==> config.mk <==
export PLATFORM = sky130hd
export DESIGN_NAME = mem_burst_master
export DESIGN_NICKNAME = d
export VERILOG_FILES = /design/src/rtl/mem_burst_master.sv
export SDC_FILE = /design/constraint.sdc
export NUM_CORES = 1
export LEC_CHECK = 0
export CORE_ASPECT_RATIO = 0.9
export CORE_UTILIZATION = 40
export CTS_CLUSTER_DIAMETER = 50
export DETAILED_ROUTE_END_ITERATION = 10
export MAX_ROUTING_LAYER = met4
export PLACE_DENSITY = 0.66
export SKIP_CTS_REPAIR_TIMING = 1
export SLEW_MARGIN = 20
export SYNTH_ARGS = -nofsm -noshare
export SYNTH_HDL_FRONTEND = slang
export SYNTH_SLANG_ARGS = --single-unit
==> constraint.sdc <==
create_clock -name clk -period 6.5 [get_ports clk]
set_input_delay 1.95 -clock clk [delete_from_list [all_inputs] [get_ports clk]]
set_output_delay 1.95 -clock clk [all_outputs]
set_load 0.01 [all_outputs]
==> src/rtl/mem_burst_master.sv <==
// mem_burst_master: one-at-a-time cache-line fill/writeback initiator over mem_itf, BURST_LEN beats paced by mem_resp.
module mem_burst_master #(
  parameter int BURST_LEN        = 4,
  parameter int CACHE_LINE_WIDTH = 128,
  parameter int TIMEOUT          = 1024
) (
  input  logic                        clk,
  input  logic                        rst,
  input  logic                        req_valid,
  output logic                        req_ready,
  input  logic                        req_write,
  input  logic [31:0]                 req_addr,
  input  logic [CACHE_LINE_WIDTH-1:0] req_wline,
  output logic                        rsp_valid,
  output logic                        rsp_err,
  output logic [CACHE_LINE_WIDTH-1:0] rsp_rline,
  output logic                        mem_read,
  output logic                        mem_write,
  output logic [31:0]                 mem_address,
  output logic [31:0]                 mem_wdata,
  output logic [3:0]                  mem_byte_enable,
  input  logic [31:0]                 mem_rdata,
  input  logic                        mem_resp
);
  localparam int BW     = CACHE_LINE_WIDTH / BURST_LEN;
  localparam int BEAT_W = $clog2(BURST_LEN) + 1;
  localparam int TCNT_W = $clog2(TIMEOUT) + 1;
  typedef enum logic [1:0] {IDLE, BUSY, RESP} state_t;
  state_t state_q, state_d;
  logic wr_q, wr_d, err_q, err_d;
  logic [31:0] addr_q, addr_d;
  logic [CACHE_LINE_WIDTH-1:0] wline_q, wline_d, rbuf_q, rbuf_d, rline_q, rline_d;
  logic [BEAT_W-1:0] beat_q, beat_d;
  logic [TCNT_W-1:0] tcnt_q, tcnt_d;
  always_ff @(posedge clk) begin
    if (rst) begin
      state_q <= IDLE;
      wr_q    <= 1'b0;
      err_q   <= 1'b0;
      addr_q  <= '0;
      wline_q <= '0;
      rbuf_q  <= '0;
      rline_q <= '0;
      beat_q  <= '0;
      tcnt_q  <= '0;
    end else begin
      state_q <= state_d;
      wr_q    <= wr_d;
      err_q   <= err_d;
      addr_q  <= addr_d;
      wline_q <= wline_d;
      rbuf_q  <= rbuf_d;
      rline_q <= rline_d;
      beat_q  <= beat_d;
      tcnt_q  <= tcnt_d;
    end
  end
  always_comb begin
    state_d = state_q;
    wr_d    = wr_q;
    err_d   = err_q;
    addr_d  = addr_q;
    wline_d = wline_q;
    rbuf_d  = rbuf_q;
    rline_d = rline_q;
    beat_d  = beat_q;
    tcnt_d  = tcnt_q;
    unique case (state_q)
      IDLE: if (req_valid) begin
        state_d = BUSY;
        wr_d    = req_write;
        err_d   = 1'b0;
        addr_d  = req_addr & ~32'(CACHE_LINE_WIDTH / 8 - 1);
        wline_d = req_wline;
        beat_d  = '0;
        tcnt_d  = '0;
      end
      BUSY: if (mem_resp) begin
        rbuf_d = (rbuf_q & ~(CACHE_LINE_WIDTH'({BW{1'b1}}) << (BW * beat_q)))
               | (CACHE_LINE_WIDTH'(mem_rdata) << (BW * beat_q));
        beat_d = beat_q + 1'b1;
        tcnt_d = '0;
        if (beat_q == BEAT_W'(BURST_LEN - 1)) begin
          state_d = RESP;
          // publish the whole line in the same edge that raises rsp_valid
          rline_d = wr_q ? rline_q : rbuf_d;
        end
      end else if (tcnt_q == TCNT_W'(TIMEOUT - 1)) begin
        state_d = RESP;
        err_d   = 1'b1;
      end else begin
        tcnt_d = tcnt_q + 1'b1;
      end
      RESP: state_d = IDLE;
      default: state_d = IDLE;
    endcase
  end
  always_comb begin
    req_ready       = state_q == IDLE;
    rsp_valid       = state_q == RESP;
    rsp_err         = state_q == RESP && err_q;
    rsp_rline       = rline_q;
    mem_read        = state_q == BUSY && !wr_q;
    mem_write       = state_q == BUSY && wr_q;
    mem_address     = addr_q;
    mem_wdata       = BW'(wline_q >> (BW * beat_q));
    mem_byte_enable = 4'hF;
  end
endmodule
Word level (Yosys, flattened, before mapping):

Index checks and enable logic that the tools add are counted.

* register bits: 430
* bits of input ports: 197
* output and inout bits: 201
* logic and storage cells: 58

* add/sub/neg operators: 2
* eq/ne operators: 11
* shifts and indexed selects: 3
* multiplexer cells: 16
* bitwise operators: 4
* reductions and logical operators: 13

Operators by type and width (count)
* $and A128 B128 Y128: 1
* $not A128 Y128: 1
* $or A128 B128 Y128: 1
* $shl A32 B8 Y128: 1
* $shl A32 B8 Y128 const A: 1
* $shr A128 B8 Y32: 1
* $mux W11: 3
* $pmux W11 S2: 1
* $add A11 B1 Y11 const B: 1
* $eq A11 B10 Y1 const B: 1
* $ne A3 B3 Y1 const B: 3
* $reduce_and A3 Y1: 3
* $mux W2: 4
* $ne A2 B2 Y1 const B: 4
* $reduce_and A4 Y1: 2
* $mux W3: 2
* $pmux W3 S2: 1
* $pmux W2 S2: 1
* $reduce_and A2 Y1: 2
* $add A3 B1 Y3 const B: 1
* $eq A3 B2 Y1 const B: 1
* $logic_and A1 B1 Y1: 3
* $mux W1: 3
* $eq A2 B1 Y1 const B: 1
* 6 further kinds: 6

Logic depth before layout (Yosys ltp):

* word-level depth: 4
* mapped depth: 9
* depth with buffers taken out: 5

Worst setup path before layout:

Ideal clock, no wire load.

* path kind: register -> output
* from: reg beat_q[0]
* to: out mem_wdata[12]
* data arrival time: 1.560 ns
* setup slack: 2.990 ns
* stages on the path, launching flop included: 5
* buffers on the path: 2
* path through: dfxtp_1 -> buf_2 -> buf_2 -> mux4_2 -> and2_1

* cells in the longest elaborated chain, start to end: 1

Ends and longest elaborated chain
* from (decl): line 33 `logic [BEAT_W-1:0] beat_q, beat_d;`
* from (signal assigned): line 54 `beat_q <= beat_d;`
* $shr A128 B8 Y32: line 106 `mem_wdata = BW'(wline_q >> (BW * beat_q));`
* to (decl): line 20 `output logic [31:0] mem_wdata,`

No other way between the ends.

Final worst setup path:

* from: reg beat_q[0]
* to: out mem_wdata[14]

The elaborated chain is that of the path after synthesis.

==> summary.md <==
| Metric | Value |
|---|---|
| Critical path class | register to output pin |
| Placed cells | 2,698 |
| Worst hold margin | 436 ps |
| Number of global-route vias before repair | 14,300 |
| Final setup fails | 0 |
| RSZ-0062 raised after global routing | false |
| Final Hold Fails | 0 |
| FF-to-FF Start | beat_q[1] |
| Vias per Instance | 5.38 |
| Yosys cell types | 40 |
| CTS H-tree depth | 2 |
| Reg2reg end | rsp_rline[83] |
| Die W | 219 um |
| CP Buf/Inv Count | 2 |
| First-pass GRT wire length | 79,600 um |
| Post-synth EDFFs | 0 |
| R2R setup slack | 3610 ps |
| Cell count after synthesis | 1,924 |
| DR pass1 iterations | 5 |
| Area taken by multi-input logic gates | 0.00755 mm^2 |
| CP max FO | 18 |
| GRT Total Usage | 24.0% |
| Max_cap viols | 0 |
| Worst r2r path cells | 6 |
| Core Box Area | 0.0418 mm^2 |
| Initial antenna violation count | 2 |
| Die ar. | 0.0431 mm^2 |
| CTS tree | built |
| Grt total ovfl | 0 |
| Clk sinks | 430 |
| Largest delay share family, worst path | buffers and inverters |
| Clk pin slew, worst setup/hold paths | 60 ps |
| Residual DRC | 0 |
| Port bufs | 385 |
| Wire per inst | 18.3 um |
| Count leader, synth | dfxtp_1 |
| Startpoint Class | register |
| Seq/Total Area, Yosys | 50.9% |
| Final Critical Period | 4500 ps |
| Synthesized flop and latch total | 430 |
| Crit end category | output pin |
| WP data arrival | 2550 ps |
| Final period util | 69.2% |
| Largest family of logic cells by synthesized area | compound AO/OA/AOI/OAI gates |
| Finished Core Util | 54.2% |
| Synth Area in Adders | 0.444% |
| Die height | 197 um |
| Worst Hold Path Cells | 2 |
| Initial Util | 40.5% |
| Fillers | 3,792 |
| Antenna Nets Post-Route | 0 |
| Worst-Margin Slew | 1030 ps |
| Yosys top cell area share | 50.9% |
| Clock Latency Late Sink | 580 ps |
| Largest net degree at the start of global routing | 263 |
| Critical path, cell by cell | buf_4, mux4_2, and2_1, clkdlybuf4s50_1 |
| Mux cell area share after synthesis | 4.38% |
| Dominant cells by area after synthesis | dfxtp_1 51%, a211oi_1 12%, nand2_1 7.3%, a21oi_1 5.9%, nor2_1 5.9% |
| P per Cell Area | 276 mW/mm^2 |
| Rel. slew slack | 31.3% |
| VDD IR-drop max | 0.000195 V |
| Simple-Gate Fraction of Synth Area | 17.0% |
| Leakage power | 7.65 nW |
| Yosys warning total | 0 |
| Clk buf depth | 3 |
| Hold Startpoint | tcnt_q[10] |
| Post-DP HPWL | 32,300 um |
| Syn Area/Cell | 8.78 um^2 |
| Routed via count | 15,000 |
| Total power | 6.26 mW |
| Post-synthesis compound-gate area fraction | 22.4% |
| Hold Path Sink | tcnt_q[10] |
| Synth Area in XOR/XNOR | 0% |
| Predominant post-synthesis flop cell | dfxtp_1 |
| Number of CTS-inserted buffers | 48 |
| Fmax achieved | 222 MHz |
| Fin Setup TNS | 0 ps |
| Clk root buf | clkbuf_16 |
| Final instance count without filler cells | 2,788 |
| Cell taking the most area after synthesis | dfxtp_1 |
| Synth cell count leaders | 430 x dfxtp_1, 327 x nand2_1, 264 x nor2_1 |
| # rows | 71 |
| Sequential cell area | 0.00861 mm^2 |
| Top Ports | 398 |
| Final #Nets | 2,405 |
| Share of layout cells above drive strength 1 | 6.74% |
| GP Congestion | 0.840 |
| Worst Path Required | 4550 ps |
| Routed Wire Length | 51,100 um |
| Slowest stage cell, crit path | mux4_2 |
| Mapped Area | 0.0169 mm^2 |
| Final Max Tran Viols | 0 |
| 1st-iter DRT viols | 994 |
| Hold Path Class | register to register |
| Status | complete, no violations |
| Async set-reset flop share out of synthesis | 0% |
| Setup Skew | 14.5 ps |
| CP max stage delay | 550 ps |
| Layout area overhead | 34.0% |
## cell type report
| type | instances | share of cell area, % |
|---|---|---|
| clock buffers | 71 | 6.49 |
| repair buffers | 409 | 18.1 |
| multi-input cells | 1307 | 33.3 |
| inverters | 6 | 0.0995 |
| flip-flops and latches | 430 | 38.0 |
| diodes | 2 | 0.0221 |
| well taps | 547 | 3.02 |
| clock inverters | 16 | 0.890 |
## layer usage
| layer | global-route usage [%] | vias to the layer above | share of wire, % |
|---|---|---|---|
| met5 | - | - | 0 |
| met2 | 37.8 | 358 | 48 |
| met1 | 30.5 | 7179 | 44 |
| met3 | 3.58 | 117 | 4.3 |
| li1 | - | 7332 | - |
| met4 | 10.3 | 0 | 3.9 |
## cell usage in the layout (no fill, tap or decap), types with 3 or more instances in the layout
cell,n
a22oi_1,98
or4_1,5
inv_1,6
and2_1,34
a21oi_1,200
clkinv_2,6
buf_4,20
ha_1,5
o31ai_1,5
clkbuf_8,16
bufinv_16,4
nand3_1,3
nor3_4,3
clkbuf_1,6
or3_1,3
buf_12,3
mux4_2,32
o21ai_0,3
clkbuf_16,49
conb_1,8
a211oi_1,260
nand2_1,326
nor2b_1,33
clkdlybuf4s50_1,384
dfxtp_1,428
inv_6,4
nor2_1,264
## power by group
| part | switching, mW | leakage [nW] | internal (mW) |
|---|---|---|---|
| clock network | 1.11 | 0.828 | 1.72 |
| logic | 0.326 | 3.31 | 0.298 |
| registers | 0.0577 | 3.51 | 2.75 |
## stage by stage
step,area (um^2),setup slack [ps]
4_1_cts,22600,1680
5_1_grt,22600,1880
6_report,22600,2000
3_5_place_dp,20900,2070
3_3_place_gp,20900,2080
2_1_floorplan,16900,2990
## flip-flops by register name (all words and copies together), names as in the netlist
name and count:
rbuf_q 128, mem_address 28, err_q 1, wline_q 128
tcnt_q 11, rsp_rline 128, beat_q 3, state_q 2
wr_q 1
## cell families (layout without fill, tap and decap cells)
kind of cell | after synthesis | in the layout
other cells | 2 | 10
simple gates | 688 | 688
mux | 34 | 34
fa+ha+maj | 6 | 6
compound gates | 571 | 571
flops | 430 | 430
buf+inv | 193 | 502
## worst register-to-register path, delay by kind of cell, from the launching register on
kind	cells	cell delay, ps
adder cells (fa/ha/maj)	2	480
buffers and inverters	1	550
AO/OA/AOI/OAI	1	260
AND/OR/NAND/NOR	2	730
flip-flops	1	780
## worst max path at each step
stage | from | to | slack, ps | depth (start not counted)
3_5_place_dp | req_valid | wline_q[42] | 2070 | 6
3_3_place_gp | req_valid | wline_q[42] | 2080 | 6
4_1_cts | beat_q[1] | mem_wdata[14] | 1680 | 3
5_1_grt | beat_q[0] | mem_wdata[14] | 1880 | 4
6_report | beat_q[0] | mem_wdata[14] | 2000 | 4
2_1_floorplan | beat_q[0] | mem_wdata[12] | 2990 | 4
Note: power is estimated with default switching activity, not from simulation.
